File: config.mk
export PLATFORM = sky130hd
export DESIGN_NAME = pe_sad_acc
export DESIGN_NICKNAME = d
export VERILOG_FILES = /design/src/rtl/pe_sad_acc.sv
export SDC_FILE = /design/constraint.sdc
export NUM_CORES = 1
export LEC_CHECK = 0
export BUFFER_PORTS_ARGS = -buffer_cell sky130_fd_sc_hd__clkbuf_2
export CAP_MARGIN = 0
export CORE_UTILIZATION = 35
export CTS_CLUSTER_DIAMETER = 80
export DETAILED_ROUTE_END_ITERATION = 12
export SLEW_MARGIN = 5
export SYNTH_ARGS = -nofsm -noshare
export SYNTH_HDL_FRONTEND = slang
export SYNTH_SLANG_ARGS = --single-unit
File: constraint.sdc
create_clock -name clk -period 4.4 [get_ports clk]
set_input_delay 0.66 -clock clk [delete_from_list [all_inputs] [get_ports clk]]
set_output_delay 0.66 -clock clk [all_outputs]
set_load 0.01 [all_outputs]
File: src/rtl/pe_sad_acc.sv
// pe_sad_acc: motion-estimation processing element with saturating SAD accumulator.
//
// Holds two current-block pixels (ping-pong banks) that are passed systolically to the
// neighbour PE, selects a reference pixel from four adjacent PEs, registers |curr - ref|
// and accumulates it into a saturating SAD over a BLK_LEN-sample window.
//
// Ports:
//   clk, rst_n                    clock, asynchronous active-low reset
//   in_curr1/2, in_curr_enable    current pixel banks and their load strobe
//   CB_select                     active bank (1 = bank 1, 0 = bank 2)
//   abs_Control                   00 update, 01/11 hold, 10 clear abs_out
//   up_/down_ref_adajecent_1/8    reference candidates from neighbour PEs
//   change_ref, ref_input_Control reference load strobe and source select
//   start, acc_en                 window start (IDLE only) and per-sample accept
//   abs_out                       registered absolute difference
//   next_pix1/2, ref_pix          registers forwarded to neighbour PEs
//   sad_out, sad_valid, busy      completed SAD, one-cycle strobe, window in progress
//
// Note: ACC_W should be >= PIXEL_W + clog2(BLK_LEN); narrower accumulators are legal and
// simply saturate earlier.
module pe_sad_acc #(
  parameter int unsigned PIXEL_W = 8,
  parameter int unsigned ACC_W   = 16,
  parameter int unsigned BLK_LEN = 16
) (
  input  logic               clk,
  input  logic               rst_n,
  input  logic [PIXEL_W-1:0] in_curr1,
  input  logic [PIXEL_W-1:0] in_curr2,
  input  logic               in_curr_enable,
  input  logic               CB_select,
  input  logic [1:0]         abs_Control,
  input  logic [PIXEL_W-1:0] up_ref_adajecent_1,
  input  logic [PIXEL_W-1:0] up_ref_adajecent_8,
  input  logic [PIXEL_W-1:0] down_ref_adajecent_1,
  input  logic [PIXEL_W-1:0] down_ref_adajecent_8,
  input  logic               change_ref,
  input  logic [1:0]         ref_input_Control,
  input  logic               start,
  input  logic               acc_en,
  output logic [PIXEL_W-1:0] abs_out,
  output logic [PIXEL_W-1:0] next_pix1,
  output logic [PIXEL_W-1:0] next_pix2,
  output logic [PIXEL_W-1:0] ref_pix,
  output logic [ACC_W-1:0]   sad_out,
  output logic               sad_valid,
  output logic               busy
);

  localparam int unsigned CNT_W = $clog2(BLK_LEN);
  localparam logic [CNT_W-1:0] CntLast = CNT_W'(BLK_LEN - 1);
  localparam logic [ACC_W-1:0] AccMax  = '1;

  typedef enum logic [0:0] {StIdle, StAcc} state_e;

  state_e             state_q;
  logic [ACC_W-1:0]   acc_q;
  logic [CNT_W-1:0]   cnt_q;

  logic [PIXEL_W-1:0] curr_sel;
  logic [PIXEL_W-1:0] ref_sel;
  logic [PIXEL_W:0]   diff;
  logic [PIXEL_W:0]   diff_neg;
  logic [PIXEL_W-1:0] abs_val;
  logic [ACC_W:0]     abs_ext;
  logic [ACC_W:0]     sum_full;
  logic [ACC_W-1:0]   acc_sat;

  always_comb begin
    curr_sel = CB_select ? next_pix1 : next_pix2;

    ref_sel = up_ref_adajecent_1;
    unique case (ref_input_Control)
      2'b00: ref_sel = up_ref_adajecent_1;
      2'b01: ref_sel = up_ref_adajecent_8;
      2'b10: ref_sel = down_ref_adajecent_1;
      2'b11: ref_sel = down_ref_adajecent_8;
      default: ref_sel = up_ref_adajecent_1;
    endcase

    // One extra bit keeps the sign; the magnitude always fits PIXEL_W.
    diff     = {1'b0, curr_sel} - {1'b0, ref_pix};
    diff_neg = -diff;
    abs_val  = diff[PIXEL_W] ? diff_neg[PIXEL_W-1:0] : diff[PIXEL_W-1:0];

    // Carry-out of the widened add flags overflow; once clamped, adding a non-negative
    // value keeps the result clamped.
    abs_ext  = {{(ACC_W + 1 - PIXEL_W){1'b0}}, abs_out};
    sum_full = {1'b0, acc_q} + abs_ext;
    acc_sat  = sum_full[ACC_W] ? AccMax : sum_full[ACC_W-1:0];
  end

  // Datapath registers.
  always_ff @(posedge clk or negedge rst_n) begin
    if (!rst_n) begin
      next_pix1 <= '0;
      next_pix2 <= '0;
      ref_pix   <= '0;
      abs_out   <= '0;
    end else begin
      if (in_curr_enable) begin
        next_pix1 <= in_curr1;
        next_pix2 <= in_curr2;
      end
      if (change_ref) begin
        ref_pix <= ref_sel;
      end
      unique case (abs_Control)
        2'b00:   abs_out <= abs_val;
        2'b10:   abs_out <= '0;
        default: abs_out <= abs_out;
      endcase
    end
  end

  // SAD window FSM with registered outputs.
  always_ff @(posedge clk or negedge rst_n) begin
    if (!rst_n) begin
      state_q   <= StIdle;
      acc_q     <= '0;
      cnt_q     <= '0;
      sad_out   <= '0;
      sad_valid <= 1'b0;
      busy      <= 1'b0;
    end else begin
      sad_valid <= 1'b0;
      unique case (state_q)
        StIdle: begin
          if (start) begin
            state_q <= StAcc;
            acc_q   <= '0;
            cnt_q   <= '0;
            busy    <= 1'b1;
          end
        end
        StAcc: begin
          if (acc_en) begin
            acc_q <= acc_sat;
            cnt_q <= cnt_q + CNT_W'(1);
            if (cnt_q == CntLast) begin
              sad_out   <= acc_sat;
              sad_valid <= 1'b1;
              busy      <= 1'b0;
              state_q   <= StIdle;
            end
          end
        end
        default: state_q <= StIdle;
      endcase
    end
  end

endmodule
Word level (Yosys, flattened, before mapping)
Cells that the tools add are included.

operators by class
  $add $sub $neg = 4
  eq/ne operators = 8
  muxes and demuxes = 22
  bitwise operators = 1
  reduce and logical (&&, ||, !) cells = 6

operators with widths
  operator               number
  $mux W16               3
  $pmux W16 S2           1
  $pmux W8 S4            1
  $add A16 B8 Y17        1
  $mux W8                2
  $pmux W8 S2            1
  $mux W1                9
  $sub A8 B8 Y9          1
  $mux W4                2
  $neg A8 Y8             1
  $pmux W4 S2            1
  $eq A2 B2 Y1 const B   3
  $reduce_and A3 Y1      2
  $add A4 B1 Y4 const B  1
  $eq A4 B4 Y1 const B   1
  $logic_not A2 Y1       2
  $ne A2 B2 Y1 const B   2
  $pmux W1 S2            2
  $eq A2 B1 Y1 const B   1
  $ne A2 B1 Y1 const B   1
  $reduce_and A2 Y1      1
  $reduce_bool A2 Y1     1
  $not A1 Y1             1

storage, ports and cells
  register bits = 71
  input bits = 59
  output and inout port bits = 50
  logic and storage cells = 51

Logic depth before layout (Yosys ltp)
Gate-level depths: netlist of the first run.

  depth after elaboration = 5
  gate-level depth with buffers = 12
  depth with buffers taken out = 11

Least setup slack after synthesis of the first run
Ideal clock, no wire load.

  path type = input port to flip-flop
  start = input CB_select
  end = register abs_out[2]
  setup time = 0.122 ns
  arrival = 2.954 ns
  data required time = 4.278 ns
  setup slack = 1.324 ns
  cell stages on the path = 9
  buffers on the path = 1
  cells stage by stage = clkbuf_1 mux2_2 fa_1 a211oi_1 o21ai_0 o211ai_1 a21oi_2 or3_1 a32o_1

on the way
  cells in the longest elaborated chain, start to end = 5

ends and longest elaborated chain
  element                 line  RTL
  start: declaration      31    input logic CB_select,
  $mux W8 (*)             70    curr_sel = CB_select ? next_pix1 : next_pix2;
  $sub A8 B8 Y9 (*)       82    diff = {1'b0, curr_sel} - {1'b0, ref_pix};
  $neg A8 Y8              83    diff_neg = -diff;
  $mux W8 (*)             84    abs_val = diff[PIXEL_W] ? diff_neg[PIXEL_W-1:0] : diff[PIXEL_W-1:0];
  $pmux W8 S2 (*)         108   unique case (abs_Control)
  end signal: assignment  109   2'b00: abs_out <= abs_val;
  end signal: assignment  111   default: abs_out <= abs_out;
  end: declaration        41    output logic [PIXEL_W-1:0] abs_out,

Mark *: on every way between the ends. The rest lies on a longest branch, timed or not.
A chain may end at the register's enable or synchronous reset.

Final worst setup path of the first run
Ends and elaborated chain as after synthesis.

==> flow_summary.ini, run 1 <==
[detailed_routing]
drtPass1Iterations = 4
drc = 0
first_iter_violations = 124
wl_um = 9310
wire_per_inst_um = 14.6
num_vias = 3239
detail-route-antenna-nets = 0
vias_per_cell = 5.08

[timing]
finClkSkew_ps = 6.48
finalWorstSetupSlack_ps = 1560
fin_crit_ps = 2840
slew-limit-headroom_pct = 32.0
final-setup-viol-count = 0
tightest_slew_ps = 1020
period_share_pct = 64.6
fin_setup_tns_ps = 0
grt_setup_unrepaired = no
max_freq_mhz = 352
maxSlewViolCount = 0
hold_violations = 0

[critical_path]
worstSetupPathType = in -> reg
crit_buf_inv = 2
cpPeakStageDelay_ps = 400
cp_data_arrival_time_ps = 3060
rr_worst_depth = 9
cp_num_cells = 11
critPathSlowestCell = fa_1
end_kind = flip-flop
critPathRequiredTime_ps = 4610
crit_fanout = 8
crit_chain = clkbuf_2, mux2i_1, ha_1, inv_1, fa_1, a211oi_1, o21ai_0, o211ai_1, a21oi_2, or3_1, a32o_1
start_kind = primary input
worst_path_dominant_cell_family = compound AO/OA/AOI/OAI gates

[clock_network]
clockRootBuffer = clkbuf_16
cts_max_level = 3
post_cts_buffers = 0
clkLatencyLatePin_ps = 330
cts_tree = yes
cts.sinks = 71
cts_resized = 0
cts_hold_buffers = 0
clock_path_buffers = 2
path_clk_slew_ps = 60
numCtsBuffers = 9

[synthesis]
dominantRegCellSynth = dfrtp_1
ys_ff_latch = 71
synth_enable_flop_cells = 0
ys_warn_count = 0
syn_area_um2 = 3960
synth.distinct_cells = 48
syn_nets = 470
syn_inst = 391
async_flop_share_pct = 100
synth-seq-area-share_pct = 44.9
syn_area_per_cell_um2 = 10.1

[die]
start_util_pct = 36.2
core_area_um2 = 10900
dieArea_um2 = 11700
io_pins = 109
die_x_um = 108
rows = 38
die_y_um = 108

[final_layout]
layout_commonest_cell = clkbuf_2
nFillCells = 1042
fin_nets = 572
diodes = 0
syn_to_final_growth_pct = 24.9
drive_above_1_share_pct = 33.1
final_cell_mix = clkbuf_2 (107), dfrtp_1 (71), o21ai_0 (42), nand2_1 (41), nor2_1 (40)

[worst_hold_path]
hold_class = reg -> reg
hold_path_depth = 2

[power_and_ir_drop]
leakagePower_nw = 2.33
ir_drop_mv = 0.271
power_density_nw_per_um2 = 560

[global_routing]
grt_pass1_vias = 3177
grt_usage_pct = 17.1
globalRouteOverflowTotal = 0
antenna_found_initial = 0
grt_max_degree = 46
grt_pass1_wl_um = 15300

[placement]
dp_hpwl_um = 7220
gp_congestion = 0.806
portBuffers = 108
dp_slack_ps = 1190

[flow_run]
max_cap_viol_count = 0

[outcome]
outcome = completed
[cells in the mapped netlist, types with 3 or more instances]
cell | n | area share [%]
dfrtp_1 | 71 | 45
o21ai_0 | 42 | 5.3
nand2_1 | 41 | 3.9
nor2_1 | 40 | 3.8
mux2_2 | 26 | 7.4
ha_1 | 18 | 5.7
clkbuf_1 | 15 | 1.4
inv_1 | 15 | 1.4
xnor2_1 | 12 | 2.7
a21oi_1 | 11 | 1.4
mux4_2 | 8 | 4.6
xor2_1 | 8 | 1.8
a22o_1 | 7 | 1.5
nor3_1 | 7 | 0.89
nand4_1 | 6 | 0.95
nand3_1 | 5 | 0.63
mux2i_1 | 4 | 1.0
a211oi_1 | 3 | 0.57
a21o_1 | 3 | 0.57
nand2b_1 | 3 | 0.47
nor4_1 | 3 | 0.47
o21ai_1 | 3 | 0.38
o31ai_1 | 3 | 0.57
or3_1 | 3 | 0.47
[report_power, final]
part | leakage [nW] | total (mW) | internal (mW) | switching [mW]
combinational | 1.27 | 1.01 | 0.452 | 0.557
sequential | 0.901 | 0.929 | 0.803 | 0.126
clock | 0.166 | 0.827 | 0.553 | 0.274
total | 2.33 | 2.77 | 1.81 | 0.957
[sequential cells by signal (all words and copies together), names as in the netlist]
name	count
next_pix1	8
busy	1
next_pix2	8
acc_q	16
sad_valid	1
cnt_q	4
ref_pix	8
state_q	1
abs_out	8
sad_out	16
[cell families after synthesis]
| logic type | after synthesis | synth area share (%) |
|---|---|---|
| compound gates | 91 | 14.2 |
| xor+xnor | 20 | 4.43 |
| fa+ha+maj | 20 | 6.70 |
| buf+inv | 34 | 3.57 |
| flops | 71 | 44.9 |
| mux | 38 | 13.0 |
| simple gates | 117 | 13.2 |
[area by class of cell]
| class | instances | area [µm²] | share of cell area (%) |
|---|---|---|---|
| Clock inverter | 6 | 109 | 2.20 |
| Multi-Input combinational cell | 286 | 2040 | 41.3 |
| Inverter | 15 | 56.3 | 1.14 |
| Tap cell | 140 | 175 | 3.55 |
| Clock buffer | 10 | 229 | 4.64 |
| Timing Repair Buffer | 110 | 556 | 11.2 |
| Sequential cell | 71 | 1780 | 36.0 |
[through the flow]
| stage | power (mW) | hold slack (ps) | cell area (µm²) | std cells | util, % |
|---|---|---|---|---|---|
| floorplan | 1.65 | 364 | 3960 | 391 | - |
| global placement | 1.94 | 461 | 4600 | 622 | 42.1 |
| detailed placement | 1.96 | 473 | 4600 | 622 | 42.1 |
| global route | 2.98 | 508 | 4940 | 638 | 45.2 |
| finish | 2.77 | 476 | 4940 | 638 | 45.2 |
| CTS | 2.80 | 487 | 4940 | 638 | 45.2 |
[metal layers]
| layer | GRT usage, % | vias to the layer above | wire (µm) |
|---|---|---|---|
| met1 | 19.5 | 1517 | 3880 |
| li1 | - | 1597 | - |
| met3 | 5.12 | 13 | 567 |
| met2 | 31.0 | 112 | 4710 |
| met4 | 4.54 | 0 | 150 |
| met5 | 0 | - | 0 |
[worst min-delay path, cell delays in order (launching register included)]
cell	delay [ps]
dfrtp_1	340
nand2_1	50
nand2_1	50
[worst paths after layout]
path                                         from                 endpoint  slack (ps)
setup / recovery                        CB_select   abs_out[2]$_DFFE_PN0P_        1560
min in group asynchronous                   rst_n         busy$_DFFE_PN0P_         500
hold reg to reg                  busy$_DFFE_PN0P_         busy$_DFFE_PN0P_         480
hold / removal                   busy$_DFFE_PN0P_         busy$_DFFE_PN0P_         480
max in group asynchronous                   rst_n   abs_out[0]$_DFFE_PN0P_        2980
setup reg to reg           abs_out[0]$_DFFE_PN0P_  sad_out[11]$_DFFE_PN0P_        1650
No activity file was read; power rests on OpenSTA's default activity.
==> run 2: changes to the inputs <==
- clock period: 4.4 -> 2.6 ns (I/O delays scaled with it)
==> flow_summary.ini, run 2 (same netlist as run 1, synthesis figures left out) <==
[placement]
dpl.cell_count = 638
portBuffers = 108
dp_hpwl_um = 7280
dp_slack_ps = -212
gp_congestion = 0.841

[timing]
final-setup-viol-count = 0
fin_hold_ws_ps = 21.7
finClkSkew_ps = 9.13
tightest_slew_ps = 732
fin_crit_ps = 2540
hold_violations = 0
grt_setup_unrepaired = yes
period_share_pct = 97.6
maxSlewViolCount = 0
finalWorstSetupSlack_ps = 61.6
max_freq_mhz = 394
slew-limit-headroom_pct = 51.1
fin_setup_tns_ps = 0

[final_layout]
drive_above_1_share_pct = 38.3
diodes = 0
instances_no_fill = 660
layout_commonest_cell = clkbuf_2
finish.utilization_pct = 46.7
final_cell_mix = clkbuf_2 (107), dfrtp_1 (71), nand2_1 (41), o21ai_0 (41), nor2_1 (39)
syn_to_final_growth_pct = 29.2
fin_nets = 594
largest_registers = acc_q (16), sad_out (16)

[detailed_routing]
vias_per_cell = 5.09
drtPass1Iterations = 6
wl_um = 9360
num_vias = 3360
drc = 0
detail-route-antenna-nets = 0
first_iter_violations = 118
wire_per_inst_um = 14.2

[global_routing]
antenna_found_initial = 0
grt_max_degree = 32
grt_pass1_vias = 3431
grt_usage_pct = 16.9
globalRouteOverflowTotal = 0
grt_pass1_wl_um = 15700

[critical_path]
worst_path_dominant_cell_family = compound AO/OA/AOI/OAI gates
crit_path_end = abs_out[1]$_DFFE_PN0P_
cp_num_cells = 11
crit_chain = mux2i_2, ha_2, inv_2, fa_2, a211oi_2, o21ai_1, o211ai_1, a21oi_2, buf_4, mux2_4, a22o_1
worstSetupPathType = reg -> reg
r2r-end = abs_out[1]$_DFFE_PN0P_
r2r_slack_ps = 60
rr_worst_depth = 11
startpoint = next_pix2[0]$_DFFE_PN0P_
crit_buf_inv = 2
end_kind = flip-flop
crit_fanout = 7
cp_data_arrival_time_ps = 2750
cpPeakStageDelay_ps = 400
critPathRequiredTime_ps = 2810
worst_r2r_startpoint = next_pix2[0]$_DFFE_PN0P_
critPathSlowestCell = dfrtp_1
start_kind = flip-flop

[die]
rows = 38
core_area_um2 = 10900
start_util_pct = 36.2
die_y_um = 108
die_x_um = 108
dieArea_um2 = 11700
io_pins = 109

[clock_network]
path_clk_slew_ps = 60
cts_max_level = 3
clock_path_buffers = 2
cts_hold_buffers = 0
numCtsBuffers = 9
cts.sinks = 71
cts_tree = yes
clockRootBuffer = clkbuf_16
clkLatencyLatePin_ps = 330

[outcome]
outcome = completed

[flow_run]
max_cap_viol_count = 0

[worst_hold_path]
hold_class = in -> async

[power_and_ir_drop]
power_density_nw_per_um2 = 897
leakagePower_nw = 2.42
ir_drop_mv = 0.377
## run 2: area by class of cell
| type | count | area, µm² |
|---|---|---|
| Fill cell | 1048 | 5820 |
| Multi-Input combinational cell | 286 | 2100 |
| Sequential cell | 71 | 1780 |
| Timing Repair Buffer | 132 | 733 |
| Clock buffer | 11 | 233 |
| Tap cell | 140 | 175 |
| Inverter | 15 | 56.3 |
| Clock inverter | 5 | 35.0 |
## run 2: where the power goes
| group | internal, mW | switching, mW | total, mW |
|---|---|---|---|
| clock network | 0.646 | 0.455 | 1.10 |
| registers | 1.36 | 0.216 | 1.58 |
| logic | 0.903 | 1.00 | 1.91 |
## run 2: layer usage
metal  global-route usage, %  wire length (µm)  vias up
li1                        -                 -     1654
met1                    19.7              4040     1584
met2                    31.1              4780      113
met3                    4.34               454        9
met4                    3.76                87        0
met5                       0                 0        -
## run 2: worst min path at each step
stage	startpoint	end	slack [ps]	depth (start not counted)
2_1_floorplan	rst_n	abs_out[0]$_DFFE_PN0P_	90	0
3_3_place_gp	rst_n	acc_q[5]$_DFFE_PN0P_	370	1
3_5_place_dp	rst_n	acc_q[5]$_DFFE_PN0P_	380	1
4_1_cts	rst_n	ref_pix[2]$_DFFE_PN0P_	30	1
5_1_grt	rst_n	ref_pix[2]$_DFFE_PN0P_	50	1
6_report	rst_n	ref_pix[2]$_DFFE_PN0P_	20	1
## run 2: timing repair
| item | CTS | global route |
|---|---|---|
| buffers inserted | 0 | 6 |
| setup endpoints to repair | 0 | 11 |
| resized for setup | 0 | 14 |
## run 2: worst register-to-register path, delay by kind of cell, from the launching register on
family	cells	cell delay (ps)
buffers and inverters	2	200
multiplexers	2	460
adder cells (fa/ha/maj)	2	550
AO/OA/AOI/OAI	5	820
flip-flops	1	400
## run 2: stage by stage
| stage | total power [mW] | area, µm² |
|---|---|---|
| after floorplan | 2.80 | 3970 |
| after global placement | 3.36 | 4740 |
| after detailed placement | 3.41 | 4740 |
| after CTS | 4.54 | 5010 |
| after global routing | 4.94 | 5110 |
| final | 4.58 | 5110 |
==> run 3: changes to the inputs <==
- RECOVER_POWER: unset -> 100
==> flow_summary.ini, run 3 (same netlist as run 1, synthesis figures left out) <==
[outcome]
outcome = completed

[clock_network]
clockRootBuffer = clkbuf_16
clock_path_buffers = 2
cts_max_level = 3
numCtsBuffers = 9
cts.sinks = 71
cts_hold_buffers = 0
path_clk_slew_ps = 60
cts_tree = yes
clkLatencyLatePin_ps = 330

[global_routing]
antenna_found_initial = 0
grt_pass1_vias = 3431
globalRouteOverflowTotal = 0
grt_pass1_wl_um = 15700
grt_usage_pct = 16.9
grt_max_degree = 32

[critical_path]
cp_data_arrival_time_ps = 2750
critPathSlowestCell = dfrtp_1
worstSetupPathType = reg -> reg
crit_chain = mux2i_2, ha_2, inv_2, fa_2, a211oi_2, o21ai_1, o211ai_1, a21oi_2, buf_4, mux2_4, a22o_1
r2r_slack_ps = 60
cpPeakStageDelay_ps = 400
crit_fanout = 7
start_kind = flip-flop
end_kind = flip-flop
critPathRequiredTime_ps = 2810

[final_layout]
syn_to_final_growth_pct = 26.8
finish.utilization_pct = 45.9
diodes = 0
largest_registers = acc_q (16), sad_out (16)
fin_nets = 594
drive_above_1_share_pct = 27.7
final_cell_mix = dfrtp_1 (71), clkbuf_2 (59), clkbuf_1 (55), nand2_1 (41), o21ai_0 (41)
layout_commonest_cell = dfrtp_1

[detailed_routing]
drtPass1Iterations = 4
m1WireLength_um = 3990
dr_wl_met3_um = 501
highest_layer = met4
first_iter_violations = 97
drc = 0
wl_um = 9430
wire_per_inst_um = 14.3
detail-route-antenna-nets = 0
vias_per_cell = 5.09
met2_length_um = 4860
num_vias = 3362

[die]
die_y_um = 108
rows = 38
die_x_um = 108
io_pins = 109
core_area_um2 = 10900
dieArea_um2 = 11700
start_util_pct = 36.2

[timing]
finClkSkew_ps = 7.55
finalWorstSetupSlack_ps = 62.6
fin_hold_ws_ps = 243
slew-limit-headroom_pct = 19.0
fin_crit_ps = 2540
max_freq_mhz = 394
final-setup-viol-count = 0
period_share_pct = 97.6
hold_violations = 0
tightest_slew_ps = 1210
maxSlewViolCount = 0
grt_setup_unrepaired = yes

[placement]
dp_slack_ps = -212
gp_congestion = 0.841
portBuffers = 108
dp_hpwl_um = 7280

[power_and_ir_drop]
ir_drop_mv = 0.380
p_total_mw = 4.55
power_density_nw_per_um2 = 906
leakagePower_nw = 2.24

[flow_run]
max_cap_viol_count = 0

[worst_hold_path]
hold_class = in -> async
run 3: final timing paths:
kind / from / depth (start not counted) / endpoint
max in group asynchronous: rst_n / 2 / sad_out[2]$_DFFE_PN0P_
min in group clk: abs_Control[1] / 2 / abs_out[0]$_DFFE_PN0P_
max: next_pix2[0]$_DFFE_PN0P_ / 11 / abs_out[1]$_DFFE_PN0P_
min: rst_n / 1 / ref_pix[2]$_DFFE_PN0P_
min reg2reg: sad_out[6]$_DFFE_PN0P_ / 2 / sad_out[6]$_DFFE_PN0P_
max reg2reg: next_pix2[0]$_DFFE_PN0P_ / 11 / abs_out[1]$_DFFE_PN0P_
run 3: power breakdown:
group | switching, mW | total (mW) | internal [mW]
logic | 1.01 | 1.87 | 0.861
clock network | 0.457 | 1.10 | 0.646
registers | 0.215 | 1.57 | 1.36
run 3: metrics by stage:
stage | setup TNS [ps] | std cells | area [µm²]
6_report | 0 | 660 | 5020
5_1_grt | -322 | 660 | 5020
2_1_floorplan | 0 | 391 | 3970
4_1_cts | 0 | 654 | 5010
3_3_place_gp | -131 | 638 | 4740
3_5_place_dp | -942 | 638 | 4740
run 3: timing repair:
item	CTS	global route
setup endpoints to repair	0	11
resized for setup	0	14
setup buffers	0	6
run 3: area by class of cell:
| type | count | area [µm²] |
|---|---|---|
| Sequential cell | 71 | 1780 |
| Clock inverter | 5 | 35.0 |
| Fill cell | 1078 | 5920 |
| Timing Repair Buffer | 132 | 644 |
| Tap cell | 140 | 175 |
| Inverter | 15 | 56.3 |
| Multi-Input combinational cell | 286 | 2100 |
| Clock buffer | 11 | 233 |
run 3: metal layers:
metal	vias up	GRT usage, %
met2	113	31.1
met5	-	0
met3	11	4.34
li1	1646	-
met1	1592	19.7
met4	0	3.76
run 3: worst max-delay path: cells and delay by family, from the launching register on:
family	cells	cell delay, ps
multiplexers	2	460
buffers and inverters	2	190
adder cells (fa/ha/maj)	2	550
AO/OA/AOI/OAI	5	820
flip-flops	1	400
